==> src/rtl/timer16_down_pkg.sv <==
// Shared types and default widths for the timing subsystem timers.
// Used by timer16_down, its prescaler and its bus interface.
package timer_pkg;

   typedef enum logic [1:0] {IDLE, RUN, DONE} timer_state_t;

   localparam int TIMER_WIDTH = 16;
   localparam int TIMER_PRE_W = 8;

endpackage

==> src/rtl/timer16_down_if.sv <==
// Load handshake and status bundle for timer16_down.
// The periodic input exists only when TIMER16_AUTO_RELOAD_EN is defined.
interface timer16_down_if import timer_pkg::*; #(
   parameter int WIDTH = TIMER_WIDTH,
   parameter int PRE_W = TIMER_PRE_W
);

   logic             load_valid;
   logic             load_ready;
   logic [WIDTH-1:0] load_value;
   logic [PRE_W-1:0] prescale;
   logic             abort;
   logic             done_ack;
   logic [WIDTH-1:0] count;
   logic             busy;
   logic             expired;
   logic             done;
`ifdef TIMER16_AUTO_RELOAD_EN
   logic             periodic;
`endif

   modport master (
      output load_valid, load_value, prescale, abort, done_ack,
`ifdef TIMER16_AUTO_RELOAD_EN
      output periodic,
`endif
      input  load_ready, count, busy, expired, done
   );

   modport slave (
      input  load_valid, load_value, prescale, abort, done_ack,
`ifdef TIMER16_AUTO_RELOAD_EN
      input  periodic,
`endif
      output load_ready, count, busy, expired, done
   );

endinterface

==> src/rtl/timer16_down_prescaler.sv <==
// Prescaler for timer16_down: counts 0..pre while enabled and flags a tick
// in the cycle where the count equals pre, then wraps back to 0.
module timer_prescaler import timer_pkg::*; #(
   parameter int PRE_W = TIMER_PRE_W
) (
   input  logic             clk,
   input  logic             rstn,
   input  logic [PRE_W-1:0] pre,
   input  logic             clr,
   input  logic             en,
   output logic             tick
);

   logic [PRE_W-1:0] cnt_q;

   assign tick = en && (cnt_q == pre);

   always_ff @(posedge clk or posedge rstn) begin
      if (rstn) begin
         cnt_q <= '0;
      end else if (clr) begin
         cnt_q <= '0;
      end else if (en) begin
         cnt_q <= tick ? '0 : cnt_q + PRE_W'(1);
      end
   end

endmodule

==> src/rtl/timer16_down.sv <==
// Loadable prescaled down-counting timer with terminal-count pulse and level.
// Optional auto-reload (periodic) mode is enabled by TIMER16_AUTO_RELOAD_EN.
module timer16_down import timer_pkg::*; #(
   parameter int WIDTH = TIMER_WIDTH,
   parameter int PRE_W = TIMER_PRE_W
) (
   input logic           clk,
   input logic           rstn,
   timer16_down_if.slave bus
);

   timer_state_t     state_q, state_n;
   logic [WIDTH-1:0] count_q, count_n;
   logic [WIDTH-1:0] reload_q;
   logic [PRE_W-1:0] pre_q;
   logic             expired_q, expired_n;
   logic             done_q, done_n;
   logic             busy_q, ready_q, ready_n;
   logic             zpend_q, zpend_n;
   logic             periodic_q;
   logic             accept, pre_clr, tick;

   assign accept = bus.load_valid && ready_q;

   timer_prescaler #(.PRE_W(PRE_W)) u_pre (
      .clk  (clk),
      .rstn (rstn),
      .pre  (pre_q),
      .clr  (pre_clr),
      .en   (state_q == RUN),
      .tick (tick)
   );

   // A zero load waits one cycle in IDLE (not ready, not busy) before DONE.
   always_comb begin
      state_n   = state_q;
      count_n   = count_q;
      expired_n = 1'b0;
      done_n    = done_q;
      zpend_n   = 1'b0;
      pre_clr   = accept;
      unique case (state_q)
         IDLE: begin
            if (zpend_q) begin
               state_n   = DONE;
               expired_n = 1'b1;
               done_n    = 1'b1;
            end else if (accept) begin
               count_n = bus.load_value;
               if (bus.load_value == '0) zpend_n = 1'b1;
               else                      state_n = RUN;
            end
         end
         RUN: begin
            if (bus.abort) begin
               state_n = IDLE;
               count_n = '0;
            end else if (tick) begin
               if (count_q > WIDTH'(1)) begin
                  count_n = count_q - WIDTH'(1);
               end else if (periodic_q) begin
                  count_n   = reload_q;
                  expired_n = 1'b1;
                  pre_clr   = 1'b1;
               end else begin
                  count_n   = '0;
                  expired_n = 1'b1;
                  done_n    = 1'b1;
                  state_n   = DONE;
               end
            end
         end
         DONE: begin
            if (bus.done_ack) begin
               state_n = IDLE;
               done_n  = 1'b0;
            end
         end
         default: state_n = IDLE;
      endcase
      ready_n = (state_n == IDLE) && !zpend_n;
   end

   always_ff @(posedge clk or posedge rstn) begin
      if (rstn) begin
         state_q   <= IDLE;
         count_q   <= '0;
         expired_q <= 1'b0;
         done_q    <= 1'b0;
         busy_q    <= 1'b0;
         ready_q   <= 1'b0;
         zpend_q   <= 1'b0;
      end else begin
         state_q   <= state_n;
         count_q   <= count_n;
         expired_q <= expired_n;
         done_q    <= done_n;
         busy_q    <= (state_n == RUN);
         ready_q   <= ready_n;
         zpend_q   <= zpend_n;
      end
   end

`ifdef TIMER16_AUTO_RELOAD_EN
   always_ff @(posedge clk or posedge rstn) begin
      if (rstn)        periodic_q <= 1'b0;
      else if (accept) periodic_q <= bus.periodic;
   end
`else
   assign periodic_q = 1'b0;
`endif

   // Reload value and prescale are plain data latched at an accepted load.
   always_ff @(posedge clk) begin
      if (accept) begin
         reload_q <= bus.load_value;
         pre_q    <= bus.prescale;
      end
   end

   assign bus.load_ready = ready_q;
   assign bus.count      = count_q;
   assign bus.busy       = busy_q;
   assign bus.expired    = expired_q;
   assign bus.done       = done_q;

endmodule

==> src/flat_wrapper.sv <==
// flat-port wrapper written by rule: the top's interface ports become plain ports
module timer16_down_flat import timer_pkg::*;
#(
   parameter int WIDTH = TIMER_WIDTH,
   parameter int PRE_W = TIMER_PRE_W
)
  (clk, rstn, bus_load_valid, bus_load_value, bus_prescale, bus_abort, bus_done_ack, bus_load_ready, bus_count, bus_busy, bus_expired, bus_done);
  timer16_down_if #(.WIDTH(WIDTH), .PRE_W(PRE_W)) bus_i ();
  input logic clk;
  input logic rstn;
  input wire logic [$bits(bus_i.load_valid)-1:0] bus_load_valid;
  input wire logic [$bits(bus_i.load_value)-1:0] bus_load_value;
  input wire logic [$bits(bus_i.prescale)-1:0] bus_prescale;
  input wire logic [$bits(bus_i.abort)-1:0] bus_abort;
  input wire logic [$bits(bus_i.done_ack)-1:0] bus_done_ack;
  output wire logic [$bits(bus_i.load_ready)-1:0] bus_load_ready;
  output wire logic [$bits(bus_i.count)-1:0] bus_count;
  output wire logic [$bits(bus_i.busy)-1:0] bus_busy;
  output wire logic [$bits(bus_i.expired)-1:0] bus_expired;
  output wire logic [$bits(bus_i.done)-1:0] bus_done;
  assign bus_i.load_valid = bus_load_valid;
  assign bus_i.load_value = bus_load_value;
  assign bus_i.prescale = bus_prescale;
  assign bus_i.abort = bus_abort;
  assign bus_i.done_ack = bus_done_ack;
  assign bus_load_ready = bus_i.load_ready;
  assign bus_count = bus_i.count;
  assign bus_busy = bus_i.busy;
  assign bus_expired = bus_i.expired;
  assign bus_done = bus_i.done;
  timer16_down #(.WIDTH(WIDTH), .PRE_W(PRE_W)) u_core (.clk(clk), .rstn(rstn), .bus(bus_i));
endmodule
==> config.mk <==
export PLATFORM = sky130hd
export DESIGN_NAME = timer16_down_flat
export DESIGN_NICKNAME = d
export VERILOG_FILES = /design/src/rtl/timer16_down_pkg.sv /design/src/rtl/timer16_down_if.sv /design/src/rtl/timer16_down_prescaler.sv /design/src/rtl/timer16_down.sv /design/src/flat_wrapper.sv
export SDC_FILE = /design/constraint.sdc
export NUM_CORES = 1
export LEC_CHECK = 0
export CAP_MARGIN = 20
export CORE_UTILIZATION = 40
export CTS_CLUSTER_DIAMETER = 40
export DETAILED_ROUTE_END_ITERATION = 6
export GPL_ROUTABILITY_DRIVEN = 1
export PLACE_DENSITY = 0.74
export SYNTH_ARGS = -nofsm -noshare
export SYNTH_HDL_FRONTEND = slang
export SYNTH_SLANG_ARGS = --single-unit
==> constraint.sdc <==
create_clock -name clk -period 2.2 [get_ports clk]
set_input_delay 0.44 -clock clk [delete_from_list [all_inputs] [get_ports clk]]
set_output_delay 0.44 -clock clk [all_outputs]
set_load 0.02 [all_outputs]
# Word-level counts from Yosys, hierarchy flattened
# Cells that the tools add are included.
# totals
ff_bits	39
in_bits	29
output_inout_bits	20
elab_cells	68
# op_classes
addsub	2
n_lt_le_gt_ge	1
eq_ne	12
n_mux	32
reduce_logical	12
# op_table
operator	count
16-bit two-way mux	5
16-bit one-hot mux with 2 select lines	1
8-bit two-way mux	3
16-bit by 1-bit > comparator with 1-bit output, second input constant	1
16-bit logical NOT	1
16-bit by 1-bit subtractor with 16-bit output, second input constant	1
2-bit two-way mux	7
1-bit two-way mux	13
8-bit by 1-bit adder with 8-bit output, second input constant	1
8-bit == test	1
2-bit != test, second input constant	4
2-bit by 1-bit != test with 1-bit output, second input constant	3
2-bit one-hot mux with 3 select lines	1
6-bit AND reduction	1
2-bit by 1-bit == test with 1-bit output, second input constant	2
2-bit logical NOT	2
4-bit AND reduction	1
2-bit nonzero test	2
1-bit logical AND	3
3-bit by 2-bit != test with 1-bit output, second input constant	1
1-bit one-hot mux with 3 select lines	1
3-bit nonzero test	1
2-bit == test, second input constant	1
1-bit one-hot mux with 2 select lines	1
1-bit logical NOT	1

# Depth between registers and ports, before layout
# depth
word_depth	7
depth_mapped	8
mapped_depth_nobuf	7

# Modules after synthesis
# Synthesis repeated with hierarchy kept, for this count alone.
# unflattened
hier_cells	217
hier_area_um2	2178.3
# modules_own_cells
mod	instances	cells_each	area_each_um2
timer16_down	1	167	1677.9
timer_prescaler	1	50	500.5

# Worst setup path after synthesis
# No wires, ideal clock.
# synth_timing
path_kind	register to register
startpoint	register u_core.count_q[4], in the netlist u_core.bus.count[4]
endpoint	register u_core.count_q[12], in the netlist u_core.bus.count[12]
setup_time_ps	132
arrival_ps	1858
setup_slack_ps	209
stages_incl_launch_ff	7
synth_period_minus_slack_ps	1991
path_cell_list	dfrtp_1 -> or4_1 -> nor2_2 -> a21oi_2 -> buf_2 -> a211oi_1 -> o22ai_1
# synth_between
elab_chain_cells	5
# synth_lines
element	line	source
start: declaration	timer16_down.sv:13	logic [WIDTH-1:0] count_q, count_n;
start signal: assignment	timer16_down.sv:95	count_q <= count_n;
16-bit by 1-bit subtractor with 16-bit output / 16-bit by 1-bit > comparator with 1-bit output (equally long branches)	timer16_down.sv:60, timer16_down.sv:59	
16-bit two-way mux *	timer16_down.sv:59	if (count_q > WIDTH'(1)) begin
16-bit two-way mux *	timer16_down.sv:58	end else if (tick) begin
16-bit two-way mux *	timer16_down.sv:55	if (bus.abort) begin
16-bit one-hot mux with 2 select lines *	timer16_down.sv:42	unique case (state_q)
# Mark *: on every way between the ends. The rest lies on a longest branch, timed or not. The select of a mux whose other input is x is not followed.
# A chain may end at the register's enable or synchronous reset.

# Final worst setup path
# layout_timing
startpoint	register u_core.count_q[0], in the netlist u_core.bus.count[0]
endpoint	register u_core.count_q[10], in the netlist u_core.bus.count[10]
# Same word-level chain as after synthesis.

==> flow_summary.ini <==
[layout]
syn_to_final_growth_pct = 34.4
layout.nets = 329
drive_above_1_share = 0.111
utilization = 0.572
n_antenna_cell = 0

[power]
power_frac_comb = 0.531
net-switching-power_mw = 1.64
pwr-share-seq = 0.314
switching_share = 0.429
ir_worst_vdd_mv = 0.746
clkPwrFrac = 0.155
power.internal_mw = 2.18
p_leak_nw = 1.23
p_per_area_nw_per_um2 = 1270

[synth]
async_flop_share = 0.795
syn_avg_cell_area_um2 = 9.53
syn_area_um2 = 2230
ys_seq_area_frac = 0.455
synth_edf_count = 8
ys_types = 47
synth_flop_cell = dfrtp_1
ys_seq_elements = 39
ys_warn_count = 0
synth_nets = 266
synth_cells = 234

[detailed_routing]
dr.pass1.iters = 4
drtAntennaViolNets = 0
wl_per_cell_um = 16.0
vias = 2122
drc = 0
first_iter_violations = 123
post_drt_via_cell_ratio = 5.77
drt_wl_total_mm = 5.89

[floorplan]
die_x_um = 76.7
die_area_um2 = 5880
coreArea_um2 = 5240
start_util = 0.426
die_y_um = 76.7
rows = 26
pin_count = 49

[sta]
finalCritPeriodShare = 0.903
clock.fmax_mhz = 503
setup_viol = 0
rsz0062_at_grt = false
fin_setup_tns_ns = 0
slew_headroom = 0.659
clock_skew_ns = 0.0110
period_needed_ns = 1.99
drv_slew = 0
setup_ws_ns = 0.213
worstMarginPinSlew_ns = 0.507
final-hold-violation-count = 0

[critical_path]
r2r-start = u_core.bus.count[0]
worstPathCellList = inv_1, ha_1, nor3b_2, buf_4, and2_1, a21oi_1, o31ai_1, o21ai_0
r2r-end = u_core.bus.count[10]
path_class = reg -> reg
slowest_stage = dfrtp_1
critPathRequiredTime_ns = 2.36
start_kind = flop
cp.arrival_ns = 2.15
end_kind = flop
ff2ff_path_depth = 8
worstPathMaxFanout = 6
ff2ff_setup_slack_ns = 0.21
worst_path_largest_cell_delay_ns = 0.44

[global_route]
grt_max_degree = 32
grt_use_total = 0.205
antenna_found_initial = 0
overflow = 0
grt_pass1_vias = 1911
grt_pass1_wl_mm = 9.39

[min_path]
hold_class = in -> async

[clock_tree]
cts_hold_buf = 0
clock-sinks = 39
cts_buffer_depth = 2
clkLatencyLatePin_ns = 0.30
htreeDepth = 2
cts_tree = done
root_buffer = clkbuf_8
ctsResizeCount = 0
clk_pin_slew_ns = 0.08
postCtsSetupBuffers = 0
cts_buffers = 5

[place]
hpwlAfterDp_mm = 4.26
portBuffers = 48
gp_congestion = 0.868
place_ws_ns = 0.102

[run]
drv_cap = 0

[run_status]
status = finished, final reports clean
## worst max-delay path, delay by kind of cell, from the launching register on
| family | cells | cell delay, ns |
|---|---|---|
| compound gates | 3 | 0.43 |
| flops | 1 | 0.44 |
| fa+ha+maj | 1 | 0.27 |
| simple gates | 2 | 0.42 |
| buf+inv | 2 | 0.30 |
## per-stage QoR
stage               area [um2]  std cells  hold WS (ns)  power [mW]
global placement          2890        360         0.502        3.17
floorplan                 2230        234         0.470        2.40
CTS                       3000        368         0.515        3.81
global route              3000        368         0.544        4.05
finish                    3000        368         0.521        3.82
detailed placement        2890        360         0.499        3.21
## flip-flops by register name, summed over array words and instances, names as in the netlist
register,count
u_core.u_pre.cnt_q,8
u_core.bus.count,16
u_core.bus.busy,1
u_core.state_q,2
u_core.pre_q,8
u_core.zpend_q,1
u_core.bus.expired,1
u_core.bus.done,1
u_core.bus.load_ready,1
## routing by layer
metal,wire length (um),part of all wire,track usage,vias to the layer above
li1,-,-,-,1015
met1,2710,0.46,0.271,1032
met2,2780,0.47,0.325,67
met3,320,0.054,0.0452,8
met4,72,0.012,0.0827,0
met5,0,0,0,-
## power by group through the flow
| stage | Combinational (mW) | Sequential (mW) | Clock, mW |
|---|---|---|---|
| after floorplan | 1.08 | 1.33 | 0 |
| after global placement | 1.97 | 1.20 | 0 |
| after detailed placement | 2.00 | 1.21 | 0 |
| after CTS | 2.01 | 1.20 | 0.600 |
| after global routing | 2.19 | 1.23 | 0.626 |
| final | 2.02 | 1.20 | 0.592 |
## cells in the final DEF, fill, tap and decap left out, drive strengths merged, types with 5 or more instances in the layout
master         netlist  final
edfxtp               8      8
xor2                 9      9
a32oi                7      7
inv                 17     17
o21ai               13     13
buf                  5     18
clkdlybuf4s50        0     48
a22oi                6      6
nand2               14     14
dfrtp               31     31
a211oi               9      9
clkbuf               5      5
a31oi                7      7
nor2                21     21
nor3                 5      5
a21oi               15     15
nor4                 9      9
o22ai                9      9
o31ai                6      6
## final cells by class
| cell class | instances | area [um2] |
|---|---|---|
| flip-flops and latches | 39 | 1020 |
| repair buffers | 66 | 628 |
| clock inverters | 3 | 38.8 |
| fillers | 446 | 2240 |
| clock buffers | 5 | 68.8 |
| multi-input cells | 168 | 1090 |
| inverters | 17 | 63.8 |
| well taps | 70 | 87.6 |
## cell usage after synthesis, drive strengths merged, types with 6 or more instances
master	count	area share
nand2	14	0.024
nor2	21	0.036
edfxtp	8	0.11
o22ai	9	0.025
o21ai	13	0.029
a32oi	7	0.027
a21oi	15	0.037
nor4	9	0.039
xor2	9	0.035
a211oi	9	0.030
dfrtp	31	0.35
a22oi	6	0.020
a31oi	7	0.020
inv	17	0.029
o31ai	6	0.020
## cells by family after synthesis
group | Yosys count | synth area share
muxes | 1 | 0.00505
AOI/OAI and AO/OA | 82 | 0.249
buffers and inverters | 27 | 0.0538
xor gates and xnor gates | 9 | 0.0353
adders and majority gates | 3 | 0.0168
and+or+nand+nor | 73 | 0.185
DFF | 39 | 0.455
## worst max-delay path by stage
stage                   startpoint              endpoint  slack (ns)  cells after the start
4_1_cts        u_core.bus.count[0]  u_core.bus.count[10]        0.22                      8
3_3_place_gp             bus_abort  u_core.bus.count[11]        0.16                      6
2_1_floorplan  u_core.bus.count[4]  u_core.bus.count[12]        0.21                      6
3_5_place_dp             bus_abort   u_core.bus.count[7]        0.10                      6
5_1_grt        u_core.bus.count[0]  u_core.bus.count[14]        0.01                      8
6_report       u_core.bus.count[0]  u_core.bus.count[10]        0.21                      8
Note: power is estimated with default switching activity, not from simulation.
